$ cat config.mk
export PLATFORM = sky130hd
export DESIGN_NAME = fb_write_arbiter_flat
export DESIGN_NICKNAME = d
export VERILOG_FILES = /design/src/rtl/fb_write_arbiter_pkg.sv /design/src/rtl/fb_write_arbiter_if.sv /design/src/rtl/fb_write_arbiter_clear_sweep.sv /design/src/rtl/fb_write_arbiter.sv /design/src/flat_wrapper.sv
export SDC_FILE = /design/constraint.sdc
export NUM_CORES = 1
export LEC_CHECK = 0
export ABC_CLOCK_PERIOD_IN_PS = 2500
export BUFFER_PORTS_ARGS = -buffer_cell sky130_fd_sc_hd__buf_2
export CORE_ASPECT_RATIO = 0.7
export CORE_MARGIN = 4
export CORE_UTILIZATION = 50
export DETAILED_ROUTE_END_ITERATION = 7
export GPL_TIMING_DRIVEN = 0
export PLACE_DENSITY = 0.83
export REMOVE_ABC_BUFFERS = 1
export SYNTH_ARGS = -nofsm -noshare
export SYNTH_HDL_FRONTEND = slang
export SYNTH_HIERARCHICAL = 1
export SYNTH_SLANG_ARGS = --single-unit
$ cat constraint.sdc
create_clock -name clk -period 2.5 [get_ports clk]
set_input_delay 0.25 -clock clk [delete_from_list [all_inputs] [get_ports clk]]
set_output_delay 0.25 -clock clk [all_outputs]
set_load 0.02 [all_outputs]
$ cat src/rtl/fb_write_arbiter_pkg.sv
// Shared defaults and FSM state encoding for the frame-buffer write-port arbiter.
package fb_pkg;

    localparam int          FB_DATA_SIZE = 3;
    localparam int          FB_ADDR_SIZE = 16;
    localparam int          FB_PIX_COUNT = 65536;
    localparam int          FB_H_RES     = 256;
    localparam logic [2:0]  FB_CLR_COLOR = 3'b000;

    typedef enum logic [1:0] {
        ST_IDLE  = 2'd0,
        ST_CLEAR = 2'd1,
        ST_BRUSH = 2'd2
    } fb_state_e;

endpackage

$ cat src/rtl/fb_write_arbiter_if.sv
// Requester-side and RAM port-A signals of the frame-buffer write arbiter.
interface fb_write_arbiter_if
    import fb_pkg::*;
#(
    parameter int DATA_SIZE = FB_DATA_SIZE,
    parameter int ADDR_SIZE = FB_ADDR_SIZE
) ();

    logic                 pen_req;
    logic [ADDR_SIZE-1:0] pen_addr;
    logic [DATA_SIZE-1:0] pen_color;
    logic                 pen_ack;
    logic                 clr_req;
    logic                 clr_done;
    logic                 busy;
    logic                 we;
    logic [ADDR_SIZE-1:0] addr_a;
    logic [DATA_SIZE-1:0] din_a;

    modport slave (
        input  pen_req, pen_addr, pen_color, clr_req,
        output pen_ack, clr_done, busy, we, addr_a, din_a
    );

    modport master (
        output pen_req, pen_addr, pen_color, clr_req,
        input  pen_ack, clr_done, busy, we, addr_a, din_a
    );

endinterface

$ cat src/rtl/fb_write_arbiter_clear_sweep.sv
// Clear-address counter: one bit wider than the address so a full 2**ADDR_SIZE sweep terminates.
module fb_clear_sweep
    import fb_pkg::*;
#(
    parameter int ADDR_SIZE = FB_ADDR_SIZE,
    parameter int PIX_COUNT = FB_PIX_COUNT
) (
    input  logic                 clk,
    input  logic                 reset,
    input  logic                 start_i,
    input  logic                 advance_i,
    output logic [ADDR_SIZE-1:0] addr_o,
    output logic                 done_o
);

    localparam logic [ADDR_SIZE:0] LAST_COUNT = (ADDR_SIZE+1)'(PIX_COUNT);
    localparam logic [ADDR_SIZE:0] ONE        = (ADDR_SIZE+1)'(1);

    logic [ADDR_SIZE:0] count_q;

    always_ff @(posedge clk or posedge reset) begin
        if (reset) begin
            count_q <= '0;
        end else if (start_i) begin
            count_q <= '0;
        end else if (advance_i) begin
            count_q <= count_q + ONE;
        end
    end

    assign addr_o = count_q[ADDR_SIZE-1:0];
    assign done_o = (count_q == LAST_COUNT);

endmodule

$ cat src/rtl/fb_write_arbiter.sv
// Shares RAM write port A between pen writes and a full-screen clear; all outputs registered.
// Define FB_ARB_BRUSH2_EN to make each accepted pen request paint a 2x2 brush.
module fb_write_arbiter
    import fb_pkg::*;
#(
    parameter int                   DATA_SIZE = FB_DATA_SIZE,
    parameter int                   ADDR_SIZE = FB_ADDR_SIZE,
    parameter int                   PIX_COUNT = FB_PIX_COUNT,
`ifdef FB_ARB_BRUSH2_EN
    parameter int                   H_RES     = FB_H_RES,
`endif
    parameter logic [DATA_SIZE-1:0] CLR_COLOR = DATA_SIZE'(FB_CLR_COLOR)
) (
    input  logic              clk,
    input  logic              reset,
    fb_write_arbiter_if.slave bus
);

    fb_state_e            state_q, state_d;
    logic                 we_q, we_d;
    logic [ADDR_SIZE-1:0] addr_q, addr_d;
    logic [DATA_SIZE-1:0] din_q, din_d;
    logic                 ack_q, ack_d;
    logic                 done_q, done_d;

    logic                 sweep_start, sweep_advance, sweep_done;
    logic [ADDR_SIZE-1:0] sweep_addr;

`ifdef FB_ARB_BRUSH2_EN
    localparam logic [ADDR_SIZE-1:0] ROW_OFF = ADDR_SIZE'(H_RES);
    localparam logic [ADDR_SIZE-1:0] COL_OFF = ADDR_SIZE'(1);

    logic [ADDR_SIZE-1:0] base_q, base_d;
    logic [DATA_SIZE-1:0] color_q, color_d;
    logic [1:0]           step_q, step_d;
`endif

    fb_clear_sweep #(
        .ADDR_SIZE (ADDR_SIZE),
        .PIX_COUNT (PIX_COUNT)
    ) u_sweep (
        .clk       (clk),
        .reset     (reset),
        .start_i   (sweep_start),
        .advance_i (sweep_advance),
        .addr_o    (sweep_addr),
        .done_o    (sweep_done)
    );

    always_comb begin
        state_d       = state_q;
        we_d          = 1'b0;
        addr_d        = addr_q;
        din_d         = din_q;
        ack_d         = 1'b0;
        done_d        = 1'b0;
        sweep_start   = 1'b0;
        sweep_advance = 1'b0;
`ifdef FB_ARB_BRUSH2_EN
        base_d        = base_q;
        color_d       = color_q;
        step_d        = step_q;
`endif
        case (state_q)
            ST_IDLE: begin
                // Clear wins; ack_q blocks re-accepting a request still held high.
                if (bus.clr_req) begin
                    state_d     = ST_CLEAR;
                    sweep_start = 1'b1;
                end else if (bus.pen_req && !ack_q) begin
                    we_d   = 1'b1;
                    addr_d = bus.pen_addr;
                    din_d  = bus.pen_color;
                    ack_d  = 1'b1;
`ifdef FB_ARB_BRUSH2_EN
                    state_d = ST_BRUSH;
                    base_d  = bus.pen_addr;
                    color_d = bus.pen_color;
                    step_d  = 2'd1;
`endif
                end
            end
            ST_CLEAR: begin
                if (sweep_done) begin
                    state_d = ST_IDLE;
                    done_d  = 1'b1;
                end else begin
                    we_d          = 1'b1;
                    addr_d        = sweep_addr;
                    din_d         = CLR_COLOR;
                    sweep_advance = 1'b1;
                end
            end
`ifdef FB_ARB_BRUSH2_EN
            ST_BRUSH: begin
                we_d   = 1'b1;
                din_d  = color_q;
                step_d = step_q + 2'd1;
                case (step_q)
                    2'd1:    addr_d = base_q + COL_OFF;
                    2'd2:    addr_d = base_q + ROW_OFF;
                    default: begin
                        addr_d  = base_q + ROW_OFF + COL_OFF;
                        state_d = ST_IDLE;
                    end
                endcase
            end
`endif
            default: state_d = ST_IDLE;
        endcase
    end

    always_ff @(posedge clk or posedge reset) begin
        if (reset) begin
            state_q <= ST_IDLE;
            we_q    <= 1'b0;
            addr_q  <= '0;
            din_q   <= '0;
            ack_q   <= 1'b0;
            done_q  <= 1'b0;
        end else begin
            state_q <= state_d;
            we_q    <= we_d;
            addr_q  <= addr_d;
            din_q   <= din_d;
            ack_q   <= ack_d;
            done_q  <= done_d;
        end
    end

`ifdef FB_ARB_BRUSH2_EN
    always_ff @(posedge clk or posedge reset) begin
        if (reset) begin
            base_q  <= '0;
            color_q <= '0;
            step_q  <= 2'd0;
        end else begin
            base_q  <= base_d;
            color_q <= color_d;
            step_q  <= step_d;
        end
    end
`endif

    assign bus.we       = we_q;
    assign bus.addr_a   = addr_q;
    assign bus.din_a    = din_q;
    assign bus.pen_ack  = ack_q;
    assign bus.clr_done = done_q;
    assign bus.busy     = (state_q != ST_IDLE);

endmodule
$ cat src/flat_wrapper.sv
// flat-port wrapper written by rule: the top's interface ports become plain ports
module fb_write_arbiter_flat import fb_pkg::*;
#(
    parameter int                   DATA_SIZE = FB_DATA_SIZE,
    parameter int                   ADDR_SIZE = FB_ADDR_SIZE,
    parameter int                   PIX_COUNT = FB_PIX_COUNT,

    parameter logic [DATA_SIZE-1:0] CLR_COLOR = DATA_SIZE'(FB_CLR_COLOR)
)
  (clk, reset, bus_pen_req, bus_pen_addr, bus_pen_color, bus_clr_req, bus_pen_ack, bus_clr_done, bus_busy, bus_we, bus_addr_a, bus_din_a);
  fb_write_arbiter_if #(.DATA_SIZE(DATA_SIZE), .ADDR_SIZE(ADDR_SIZE)) bus_i ();
  input  logic clk;
  input  logic reset;
  input wire logic [$bits(bus_i.pen_req)-1:0] bus_pen_req;
  input wire logic [$bits(bus_i.pen_addr)-1:0] bus_pen_addr;
  input wire logic [$bits(bus_i.pen_color)-1:0] bus_pen_color;
  input wire logic [$bits(bus_i.clr_req)-1:0] bus_clr_req;
  output wire logic [$bits(bus_i.pen_ack)-1:0] bus_pen_ack;
  output wire logic [$bits(bus_i.clr_done)-1:0] bus_clr_done;
  output wire logic [$bits(bus_i.busy)-1:0] bus_busy;
  output wire logic [$bits(bus_i.we)-1:0] bus_we;
  output wire logic [$bits(bus_i.addr_a)-1:0] bus_addr_a;
  output wire logic [$bits(bus_i.din_a)-1:0] bus_din_a;
  assign bus_i.pen_req = bus_pen_req;
  assign bus_i.pen_addr = bus_pen_addr;
  assign bus_i.pen_color = bus_pen_color;
  assign bus_i.clr_req = bus_clr_req;
  assign bus_pen_ack = bus_i.pen_ack;
  assign bus_clr_done = bus_i.clr_done;
  assign bus_busy = bus_i.busy;
  assign bus_we = bus_i.we;
  assign bus_addr_a = bus_i.addr_a;
  assign bus_din_a = bus_i.din_a;
  fb_write_arbiter #(.DATA_SIZE(DATA_SIZE), .ADDR_SIZE(ADDR_SIZE), .PIX_COUNT(PIX_COUNT), .CLR_COLOR(CLR_COLOR)) u_core (.clk(clk), .reset(reset), .bus(bus_i));
endmodule
==> run metrics <==
status=completed; die height=63.29 µm; top-count cell post-synth=dfrtp_1; diode count=0; final setup fails=0; Psw=roughly 0.00099 W; Seq cells post-synth=40; synth warn=6; Max Slew Vio Count=0; Worst-Margin Slew=0.9091 ns; port buffer count=45; GRT Residual Overflow=0; total internal power=between 0.0015 and 0.002 W; CP Cell Sequence=inv_1 -> ha_1 -> nor4b_2 -> and4_1 -> and2b_4 -> o2111ai_4 -> nor3_4 -> a211oi_1 -> a31o_1; Seq/Total Area, Yosys=between 40 and 50%; HP Class=in -> async; Tcrit/Tclk final=between 90% and 100%; Post-Synth XOR/XNOR Area=between 4 and 5%; TritonCTS clock tree=yes; share of the synthesized area in the top cell type=45.85%; worst r2r src=u_core/u_sweep/count_q[0]; drt total wl=about 4.4 mm; critical path's largest stage delay=~0.44 ns; post-route cell area=between 2000 and 3000 µm²; initial antenna violation count=0; switch share=about 34%; CP Launch Type=register; Post-Syn Area=about 2200 µm²; vias per inst=roughly 5.4; arrival time at the worst endpoint=approximately 2.5 ns; clk sink count=40; GPL Wtd Cong=0.7445; Power Density=1138 nW/µm²; unique cell type count in the Yosys netlist=40; Clock Latency Late Sink=0.29 ns; DP Area=approximately 2300 µm²; Starting Density=about 54%; Post-synth EDFFs=0; Util after Layout=62.39%; Critical Path Slowest Stage Cell=dfrtp_2; Post-Syn Instances=between 150 and 200; Clock power frac=about a quarter; largest family of logic cells by synthesized area=multiplexers; Seq pwr share=36.2%; post-synthesis compound-gate area fraction=under 10%; Core Box Area=~4100 µm²; Core Rows=19; endpoint class of the critical path=register; adder-cell share of the synthesized area=under 10%; # IOs=46; critical path's top delay family=simple AND/OR/NAND/NOR gates; Hold Buf Count CTS=0; drt wl/cell=~16 µm; clock buffer count from CTS=5; Post-DP HPWL=about 3 mm; DRC Markers=0; Total GRT Usage=16.30%; Critical Path RT=about 2.7 ns; first-pass GRT wire length=roughly 7 mm; kind of critical path=reg -> reg; synthesis-to-finish area growth=16.16%; number of global-route vias before repair=1481; number of nets in the layout=~240; mux cell area share after synthesis=19.71%; CTS Buffer Depth=2; share of layout cells above drive strength 1=a little under half; Synth top cells by count=dfrtp_1, buf_4, mux2_2, mux2_4, nor2_1; Fmax achieved=between 400 and 500 MHz; antenna viol nets, final=0; Worst VDD drop=around 0.00078 V; final critical-path required period=2.358 ns; final hold vios=0; RSZ-0062 raised after global routing=no; CTS root buffer=clkbuf_8; chip width=86.98 µm; Static Leakage=1.223 nW; dominant cell type by area after synthesis=dfrtp_1; Die ar.=~5500 µm²; Bufs and invs on worst path=1; Post-synth ARST share=100.0%; relative slew slack=about two fifths; most area-consuming cells after synthesis=dfrtp_1, mux2_4, mux2_2; Crit Path Max Fanout=9; largest net degree at the start of global routing=24; Logic pwr share=between 30% and 40%; H-tree Lvls=2; worst setup path startpoint=u_core/u_sweep/count_q[0]; syn_area_per_cell=11.80 µm²; clk slew on worst S/H paths=approximately 0.080 ns; Via Count=1463; Synth Flop Type=dfrtp_1; maxcap violations=0; DR pass1 iterations=4; Synth Area in Simple Gates=13.58%; Setup Skew=just over 0.007 ns; 1st-iter DRT viols=90
-- path summary, 6_finish.rpt --
kind	slack [ns]	to	cells past startpoint
max	0.14	u_core/u_sweep/count_q[15]	9
min	0.06	u_core/u_sweep/count_q[10]	2
max reg2reg	0.14	u_core/u_sweep/count_q[15]	9
min reg2reg	0.50	u_core/bus.din_a[1]	1
max in group asynchronous	1.83	u_core/bus.addr_a[6]	2
min in group clk	0.18	u_core/bus.din_a[2]	2
-- flip-flops by register name, summed over array words and instances, names as in the netlist --
| signal | cells |
|---|---|
| u_core/state_q | 1 |
| u_core/bus.pen_ack | 1 |
| u_core/bus.clr_done | 1 |
| u_core/u_sweep/count_q | 17 |
| u_core/bus.we | 1 |
| u_core/bus.din_a | 3 |
| u_core/bus.addr_a | 16 |
-- layout make-up --
cell class,count,area (µm²)
fillers,317,1529
multi-input cells,112,1023
clock inverters,3,90.09
flip-flops and latches,40,1003
clock buffers,5,68.82
repair buffers,48,247.7
inverters,10,37.54
well taps,52,65.06
-- power groups by stage --
stage          logic [W]  clock network [W]  registers, W
4_1_cts          0.00109           0.000743       0.00104
3_3_place_gp     0.00102                  0       0.00104
5_1_grt          0.00120           0.000773       0.00108
6_report         0.00111           0.000732       0.00104
2_1_floorplan   0.000675                  0       0.00114
3_5_place_dp     0.00106                  0       0.00105
-- repair_timing --
action,in CTS,in global routing
buffers inserted,2,1
endpoints found under the setup margin,32,25
hold endpoints to repair,0,0
cloned,1,0
resized for setup,3,8
pin swaps,2,1
-- kinds of logic after synthesis --
group,count (synthesis)
xor gates and xnor gates,10
AOI/OAI and AO/OA,17
and+or+nand+nor,49
muxes,33
DFF,40
adders and majority gates,2
buffers and inverters,34
-- per-layer routing --
metal	share of wire, %	wire (µm)	track usage (%)	vias up
met4	0.71	31	2.335	0
li1	-	-	-	689
met1	46	1992	21.85	714
met3	7.3	318	4.688	4
met5	0	0	0	-
met2	46	2011	26.70	56
-- cell usage in the layout (no fill, tap or decap), drive strengths merged --
cell,n
and4,1
a22o,3
a211oi,1
mux2,32
mux2i,1
nor2b,1
buf,48
clkbuf,5
o211ai,1
nor3,4
bufinv,3
o2111ai,1
or2,1
or3,3
and2,1
nor2,17
nand2b,1
xnor2,7
inv,10
nor4,7
a21oi,5
xor2,3
nand3,3
dfrtp,40
a21o,1
a31o,2
nand2,5
ha,2
nor4b,2
o21ai,3
nand4,3
and2b,1
-- through the flow --
step                      setup TNS, ns  hold slack (ns)  std cells  power [W]  worst slack, ns
after floorplan                  -1.582           0.1761        161   0.001815         -0.08021
after global placement           -15.24           0.3825        258   0.002057          -0.6885
after detailed placement         -11.07           0.3905        258   0.002111          -0.5291
after CTS                             0          0.06809        269   0.002874          0.05469
after global routing                  0          0.09771        270   0.003047        0.0003264
final                                 0          0.05656        270   0.002886           0.1419
Power figures use the tool's default switching activity.
